<file path="config.mk">
export PLATFORM = sky130hd
export DESIGN_NAME = pattern_gen
export DESIGN_NICKNAME = d
export VERILOG_FILES = /design/src/rtl/pattern_gen_pkg.sv /design/src/rtl/pattern_gen_ch.sv /design/src/rtl/pattern_gen.sv
export SDC_FILE = /design/constraint.sdc
export NUM_CORES = 1
export LEC_CHECK = 0
export CORE_ASPECT_RATIO = 1.5
export CORE_MARGIN = 3
export CORE_UTILIZATION = 55
export CTS_BUF_LIST = sky130_fd_sc_hd__clkbuf_4
export CTS_CLUSTER_DIAMETER = 150
export DETAILED_ROUTE_END_ITERATION = 10
export GPL_TIMING_DRIVEN = 0
export PLACE_DENSITY = 0.82
export SETUP_SLACK_MARGIN = 0.15
export SYNTH_ARGS = -nofsm -noshare
export SYNTH_HDL_FRONTEND = slang
export SYNTH_HIERARCHICAL = 1
export SYNTH_SLANG_ARGS = --single-unit
</file>
<file path="constraint.sdc">
create_clock -name clk -period 5.4 [get_ports clk]
set_clock_uncertainty 0.2 [all_clocks]
set_input_delay 0.54 -clock clk [delete_from_list [all_inputs] [get_ports clk]]
set_output_delay 0.54 -clock clk [all_outputs]
set_load 0.02 [all_outputs]
</file>
<file path="src/rtl/pattern_gen_pkg.sv">
// Shared types and constants for the pattern_gen slice.
// LFSR tap masks are used only when PATTERN_GEN_LFSR_EN is defined.
package pattern_gen_pkg;

  typedef enum logic [1:0] {
    CONST  = 2'd0,
    COUNT  = 2'd1,
    TOGGLE = 2'd2,
    LFSR   = 2'd3
  } mode_e;

  typedef enum logic {
    CH_IDLE   = 1'b0,
    CH_ACTIVE = 1'b1
  } ch_state_e;

  // Galois feedback masks for shift-right LFSRs of the supported widths.
  function automatic logic [31:0] lfsr_taps(input int width);
    case (width)
      8:       return 32'h0000_00B8;
      16:      return 32'h0000_B400;
      default: return 32'h8020_0003;
    endcase
  endfunction

endpackage

</file>
<file path="src/rtl/pattern_gen_ch.sv">
// One pattern channel: burst FSM, remaining-length down-counter and sample generator.
// Mode 3 is a Galois LFSR only when PATTERN_GEN_LFSR_EN is defined, otherwise it holds like CONST.
//
// state     | meaning
// ----------+---------------------------------------------------------
// CH_IDLE   | no burst; channel may accept a new configuration
// CH_ACTIVE | burst in progress; sample is offered to the arbiter
module pattern_gen_ch
  import pattern_gen_pkg::*;
#(
  parameter int WIDTH = 8,
  parameter int LEN_W = 5
) (
  input  logic             clk,
  input  logic             rst_n,
  input  logic             cfg_we,
  input  mode_e            cfg_mode,
  input  logic [WIDTH-1:0] cfg_seed,
  input  logic [LEN_W-1:0] cfg_len,
  input  logic             load,
  output logic             active,
  output logic             last,
  output logic [WIDTH-1:0] sample
);

  ch_state_e        state, state_nxt;
  mode_e            mode;
  logic [LEN_W-1:0] remaining;
  logic [WIDTH-1:0] cur, gen_next, seed_init;

`ifdef PATTERN_GEN_LFSR_EN
  localparam logic [WIDTH-1:0] TAPS = WIDTH'(lfsr_taps(WIDTH));
  // An all-zero LFSR would lock up, so a zero seed starts at 1.
  assign seed_init = (cfg_mode == LFSR && cfg_seed == '0) ? WIDTH'(1) : cfg_seed;
`else
  assign seed_init = cfg_seed;
`endif

  always_ff @(posedge clk or negedge rst_n) begin
    if (!rst_n) state <= CH_IDLE;
    else        state <= state_nxt;
  end

  always_comb begin
    state_nxt = state;
    case (state)
      CH_IDLE:   if (cfg_we && cfg_len != '0) state_nxt = CH_ACTIVE;
      CH_ACTIVE: if (load && remaining == LEN_W'(1)) state_nxt = CH_IDLE;
      default:   state_nxt = CH_IDLE;
    endcase
  end

  always_comb begin
    active = (state == CH_ACTIVE);
    last   = (remaining == LEN_W'(1));
    sample = cur;
  end

  always_comb begin
    gen_next = cur;
    case (mode)
      COUNT:  gen_next = cur + WIDTH'(1);
      TOGGLE: gen_next = ~cur;
`ifdef PATTERN_GEN_LFSR_EN
      LFSR:   gen_next = (cur >> 1) ^ (cur[0] ? TAPS : '0);
`endif
      default: gen_next = cur;
    endcase
  end

  // cfg_we only arrives while idle and load only while active, so they never collide.
  always_ff @(posedge clk or negedge rst_n) begin
    if (!rst_n) begin
      remaining <= '0;
      cur       <= '0;
      mode      <= CONST;
    end else if (cfg_we && cfg_len != '0) begin
      remaining <= cfg_len;
      cur       <= seed_init;
      mode      <= cfg_mode;
    end else if (load) begin
      remaining <= remaining - LEN_W'(1);
      cur       <= gen_next;
    end
  end

endmodule

</file>
<file path="src/rtl/pattern_gen.sv">
// Multi-channel test-pattern generator: NUM_CH channels merged by a round-robin arbiter
// onto one valid/ready stream. Optional LFSR mode is enabled by PATTERN_GEN_LFSR_EN.
module pattern_gen
  import pattern_gen_pkg::*;
#(
  parameter  int NUM_CH    = 4,
  parameter  int WIDTH     = 8,
  parameter  int BURST_MAX = 16,
  localparam int CH_W      = (NUM_CH > 1) ? $clog2(NUM_CH) : 1,
  localparam int LEN_W     = $clog2(BURST_MAX + 1)
) (
  input  logic              clk,
  input  logic              rst_n,
  input  logic              cfg_valid,
  output logic              cfg_ready,
  input  logic [CH_W-1:0]   cfg_ch,
  input  logic [1:0]        cfg_mode,
  input  logic [WIDTH-1:0]  cfg_seed,
  input  logic [LEN_W-1:0]  cfg_len,
  output logic              out_valid,
  input  logic              out_ready,
  output logic [WIDTH-1:0]  out_data,
  output logic [CH_W-1:0]   out_ch,
  output logic              out_last,
  output logic [NUM_CH-1:0] busy
);

  logic [NUM_CH-1:0] active, last, cfg_we, ch_load;
  logic [WIDTH-1:0]  samples [NUM_CH];
  logic [LEN_W-1:0]  len_clamped;
  logic [CH_W-1:0]   rr_ptr, grant;
  logic              cfg_acc, grant_found, load;

  assign busy        = active;
  assign len_clamped = (cfg_len > LEN_W'(BURST_MAX)) ? LEN_W'(BURST_MAX) : cfg_len;
  assign cfg_acc     = cfg_valid && cfg_ready;

  always_comb begin
    cfg_ready = 1'b1;
    for (int i = 0; i < NUM_CH; i++)
      if (cfg_ch == CH_W'(i)) cfg_ready = !busy[i];
  end

  for (genvar g = 0; g < NUM_CH; g++) begin : g_ch
    assign cfg_we[g]  = cfg_acc && (cfg_ch == CH_W'(g));
    assign ch_load[g] = load && (grant == CH_W'(g));

    pattern_gen_ch #(.WIDTH(WIDTH), .LEN_W(LEN_W)) u_ch (
      .clk      (clk),
      .rst_n    (rst_n),
      .cfg_we   (cfg_we[g]),
      .cfg_mode (mode_e'(cfg_mode)),
      .cfg_seed (cfg_seed),
      .cfg_len  (len_clamped),
      .load     (ch_load[g]),
      .active   (active[g]),
      .last     (last[g]),
      .sample   (samples[g])
    );
  end

  // Round-robin: channels above the last grant first, then wrap to the rest.
  always_comb begin
    grant       = rr_ptr;
    grant_found = 1'b0;
    for (int j = 0; j < NUM_CH; j++)
      if (!grant_found && active[j] && CH_W'(j) > rr_ptr) begin
        grant       = CH_W'(j);
        grant_found = 1'b1;
      end
    for (int j = 0; j < NUM_CH; j++)
      if (!grant_found && active[j] && CH_W'(j) <= rr_ptr) begin
        grant       = CH_W'(j);
        grant_found = 1'b1;
      end
  end

  assign load = (!out_valid || out_ready) && (|active);

  always_ff @(posedge clk or negedge rst_n) begin
    if (!rst_n) begin
      out_valid <= 1'b0;
      out_data  <= '0;
      out_ch    <= '0;
      out_last  <= 1'b0;
      rr_ptr    <= '0;
    end else if (load) begin
      out_valid <= 1'b1;
      out_data  <= samples[grant];
      out_ch    <= grant;
      out_last  <= last[grant];
      rr_ptr    <= grant;
    end else if (out_ready) begin
      out_valid <= 1'b0;
    end
  end

endmodule

</file>
Word level (Yosys, flattened, before mapping)
Index checks and enable logic that the tools add are counted.

operators by class
  add/subtract/negate cells = 8
  multipliers = 0
  divide/modulo/power cells = 0
  order comparisons = 11
  eq/ne operators = 18
  shifts and indexed selects = 0
  muxes and demuxes = 59
  bitwise operators = 9
  reduce and logical (&&, ||, !) cells = 63

operators by type and width
  operator               count
  $mux W8                10
  $pmux W8 S2            4
  $mux W5                9
  $logic_and A1 B1 Y1    33
  $add A8 B1 Y8 const B  4
  $not A8 Y8             4
  $mux W1                22
  $eq A5 B1 Y1 const B   4
  $sub A5 B1 Y5 const B  4
  $bmux W8 S2            1
  $eq A2 B2 Y1 const B   8
  $mux W2                8
  $eq A2 B1 Y1 const B   6
  $logic_not A1 Y1       12
  $reduce_bool A3 Y1     4
  $reduce_bool A2 Y1     5
  $pmux W1 S2            4
  $reduce_and A2 Y1      4
  $gt A5 B5 Y1 const B   1
  $reduce_bool A5 Y1     1
  $gt A1 B2 Y1 const A   2
  $gt A2 B2 Y1 const A   2
  $le A1 B2 Y1 const A   2
  $le A2 B2 Y1 const A   2
  other kinds (8)        12

word-level totals
  flip-flop bits (word level) = 76
  bits in latches = 0
  bits in writable memories = 0
  bits in read-only memories = 0
  input bits = 21
  output and inout port bits = 17
  word-level logic and storage cells = 188
  memories kept = 0

Logic depth before layout (Yosys ltp)
  depth in word-level cells = 36
  gate-level depth with buffers = 11
  gate-level depth less buffers = 9

By module
Netlist, hierarchy kept.

modules (own cells, without submodules)
  module                              times used  cells an instance  area each (um^2)  sequential area each (um^2)
  pattern_gen_ch at g_ch[1].u_ch ...  3           106                937.1             400.4
  pattern_gen_ch at g_ch[0].u_ch      1           104                991.0             400.4
  pattern_gen                         1           103                929.6             300.3

Worst setup path before layout
No wires, ideal clock.

  path kind = register to register
  start = register g_ch[3].u_ch.state
  end = register g_ch[1].u_ch.cur[6]
  setup time = 127 ps
  data arrival time = 2,490 ps
  setup slack = 2,582 ps
  stages on the path, launching flop included = 11
  clock period less this slack = 2,818 ps
  cells stage by stage = dfrtp_1 nor2b_2 or3b_1 a21oi_4 inv_2 nor2_1 clkbuf_1 nand3_1 o31ai_1 xnor2_1 o21ai_0

on the way
  longest elaborated chain between the ends = 23

ends and longest elaborated chain
  element                                  line                  source
  start, declared                          pattern_gen_ch.sv:26  ch_state_e state, state_nxt;
  start signal, assigned                   pattern_gen_ch.sv:41  else state <= state_nxt;
  $logic_and A1 B1 Y1 (2 in a row)         pattern_gen.sv:67     if (!grant_found && active[j] && CH_W'(j) > rr_ptr) begin
  $mux W1                                  pattern_gen.sv:67
  $logic_not A1 Y1                         pattern_gen.sv:72     if (!grant_found && active[j] && CH_W'(j) <= rr_ptr) begin
  $logic_and A1 B1 Y1 (2 in a row)         pattern_gen.sv:72
  $mux W1                                  pattern_gen.sv:72
  $logic_not A1 Y1                         pattern_gen.sv:72
  $logic_and A1 B1 Y1 (2 in a row)         pattern_gen.sv:72
  $mux W1                                  pattern_gen.sv:72
  [4 not listed]                           -
  $logic_not A1 Y1                         pattern_gen.sv:72
  $logic_and A1 B1 Y1 (2 in a row)         pattern_gen.sv:72
  $mux W2                                  pattern_gen.sv:72
  $eq A2 B1 Y1                             pattern_gen.sv:46     assign ch_load[g] = load && (grant == CH_W'(g));
  $logic_and A1 B1 Y1 (*)                  pattern_gen.sv:46
  via ch_load[1]                           pattern_gen.sv:28     logic [NUM_CH-1:0] active, last, cfg_we, ch_load;
  $reduce_bool A2 Y1 (no source line) (*)  -
  $reduce_and A2 Y1 (no source line) (*)   -
  end signal, assigned                     pattern_gen_ch.sv:79  cur <= seed_init;
  end signal, assigned                     pattern_gen_ch.sv:83  cur <= gen_next;
  end, declared                            pattern_gen_ch.sv:29  logic [WIDTH-1:0] cur, gen_next, seed_init;

Mark *: on every way through the listed nets, which the timed path passes. The rest lies on a longest branch.
A chain may end at the register's enable or synchronous reset.

Worst setup path after layout
Same ends and word-level chain as after synthesis.

==> run summary <==
outcome = complete, no violations
Initial Util = 0.577
Setup TNS Final = 0 ns
max-slew violations = 0
overall routing resource usage = 0.274
Syn. warnings = 6
global-route wire length before repair = 20.2 mm
syn_nets = 558
CP arrival = 3.37 ns
Placer Congestion = 0.881
# nets final = 608
clock buffers created by TritonCTS = 9
met2 Use GR = 0.457
CP startpoint = g_ch[3].u_ch/active
Crit Path Max Fanout = 10
Max Cap Viol = 0
TritonCTS clock tree = done
post-synthesis cell type count = 52
FFs w/ async S/R, synth = 1.00
Req. time, crit path = 5.54 ns
Psw = 1.32 mW
CTS max path bufs = 2
CTS H-tree lvls = 3
ant diodes = 0
commonest cells after routing, fill and taps aside = nand2_1, dfrtp_1, o21ai_0
final setup fails = 0
most common cell after layout, fill and taps aside = nand2_1
EDFF count, synth = 0
Comb power frac = 0.494
critical path class = reg2reg
fin crit share = 0.597
Hold Path Class = in2async
type of origin of the critical path = register
clock share of power = 0.129
area grow syn2layout = 14.8%
post-CTS resize count = 0
routing usage on met1 = 0.338
dpl hpwl = 9.24 mm
internal power = 1.72 mW
number of global-route vias before repair = 4,175
RSZ-0062 raised after global routing = false
syn_area_per_cell = 9.01 µm²
buffers and inverters on the worst path = 2
drt wl/cell = 18.2 µm
area of the core = 8210 µm²
fill cell count = 660
Sequential Power Share = 0.377
Routed Wire Length = 12.5 mm
Cell Chain, Critical Path = nor2b_2, or3b_1, a21oi_4, inv_2, nor2_1, clkbuf_1, nand3_1, o31ai_1, xnor2_1, o21ai_0
initial antenna violation count = 0
Die Y = 120 µm
CP Capture Type = register
share of the synthesized area in the top cell type = 0.402
CP max stage cell = dfrtp_1
total congestion overflow = 0
die area = 9780 µm²
top post-synthesis cells by area = dfrtp_1, nand2_1, xnor2_1, o21ai_0, ha_1
gr busiest metal = met2
layout cells sized above 1 = 0.102
die span in x = 81.7 µm
Core Rows = 40
Antenna Nets Post-Route = 0
drt pass-1 iters = 5
CP max stage delay = 0.53 ns
min Tclk post-route = 3.23 ns
Remaining DRCs = 0
Clock Latency Late Sink = 0.45 ns
post-layout util = 0.662
switch share = 0.434
post-synthesis cell area = 4730 µm²
I/O pins = 38
M3 GR Usage = 0.0488
CTS clk-pin slew, worst paths = 0.12 ns
Iter 0 DRT Violations = 287
vias = 4,184
Leak = 2.25 nW
PnR worst setup slack = 2.17 ns
Worst VDD drop = 0.000341 V
Cells after Synth = 525
Top delay family on crit path = simple AND/OR/NAND/NOR gates
FF+latch count, synth = 76
CTS Root Cell = clkbuf_4
Seq/Total Area, Yosys = 0.402
Pwr Total = 3.04 mW
RR Startpoint = g_ch[3].u_ch/active
TritonCTS Sinks = 76
Worst-Margin Slew = 1.17 ns
Synth Flop Type = dfrtp_1
Max Freq = 310 MHz
drt via density = 6.11
PortBufs = 37
Post-Place Worst Slack = 2.07 ns
post-CTS setup repair buffer count = 0
pwr dens = 560 nW/µm²
Final Hold Viols = 0
largest area contributor in the netlist = dfrtp_1
largest net degree at the start of global routing = 63
relative slew slack = 0.221
==> Yosys cell counts (all sizes together), types with 11 or more instances <==
cell type	number
buf	14
nor2	23
xor2	12
o221ai	11
dfrtp	76
o211ai	12
o21ai	57
xnor2	27
nor2b	15
ha	12
inv	25
nand2	97
==> per-stage QoR <==
step	std cells	cell area [µm²]	hold slack, ns
floorplan	525	4730	0.0444
global placement	667	5230	0.279
detailed placement	668	5260	0.217
CTS	685	5430	0.234
global route	685	5430	0.274
finish	685	5430	0.266
==> layer usage <==
metal	routed length, µm	up-vias
li1	-	1977
met1	4900	2013
met2	6380	156
met3	724	38
met4	475	0
met5	0	-
==> registers in the layout, summed over array words and instances (netlist names) <==
| register | cells |
|---|---|
| g_ch.u_ch/active | 4 |
| g_ch.u_ch/mode | 8 |
| g_ch.u_ch/remaining | 20 |
| g_ch.u_ch/sample | 32 |
| out_data | 8 |
| out_last | 1 |
| out_valid | 1 |
| rr_ptr | 2 |
==> power by group through the flow <==
stage | clock (mW) | sequential [mW] | combinational (mW)
floorplan | 0 | 1.13 | 1.05
global placement | 0 | 1.14 | 1.41
detailed placement | 0 | 1.15 | 1.48
CTS | 0.406 | 1.14 | 1.50
global route | 0.431 | 1.18 | 1.66
finish | 0.393 | 1.15 | 1.50
==> final timing paths <==
path | end | slack [ns] | depth (start not counted)
worst max-delay path | g_ch[1].u_ch/sample[6] | 2.17 | 10
worst min-delay path | out_valid | 0.27 | 2
worst max register to register | g_ch[1].u_ch/sample[6] | 2.17 | 10
worst min register to register | out_data[5] | 0.32 | 2
max in group asynchronous | g_ch[2].u_ch/sample[0] | 4.16 | 3
min in group clk | out_data[5] | 0.32 | 2
==> final cells by class <==
type                            instances  area [µm²]  area share
Clock buffer                            9        67.6      0.0124
Multi-Input combinational cell        401        2610       0.481
Sequential cell                        76        1900       0.350
Inverter                               25        93.8      0.0173
Buffer                                 23         129      0.0237
Timing Repair Buffer                   39         405      0.0746
Tap cell                              105         131      0.0242
Clock inverter                          7        91.3      0.0168
==> what timing repair did <==
action                                 4_1_cts  5_1_grt
hold buffers                                 1        0
endpoints found under the hold margin       14        0
setup endpoints to repair                    0        0
==> kinds of logic (layout without fill, tap and decap cells) <==
| group | count (synthesis) | after routing | synth area share |
|---|---|---|---|
| flip-flops | 76 | 76 | 0.402 |
| XOR/XNOR | 39 | 39 | 0.0722 |
| AND/OR/NAND/NOR | 204 | 204 | 0.222 |
| AO/OA/AOI/OAI | 136 | 136 | 0.199 |
| buffers and inverters | 48 | 103 | 0.0471 |
| multiplexers | 10 | 10 | 0.0259 |
| adder cells (fa/ha/maj) | 12 | 12 | 0.0317 |
Power figures use the tool's default switching activity.
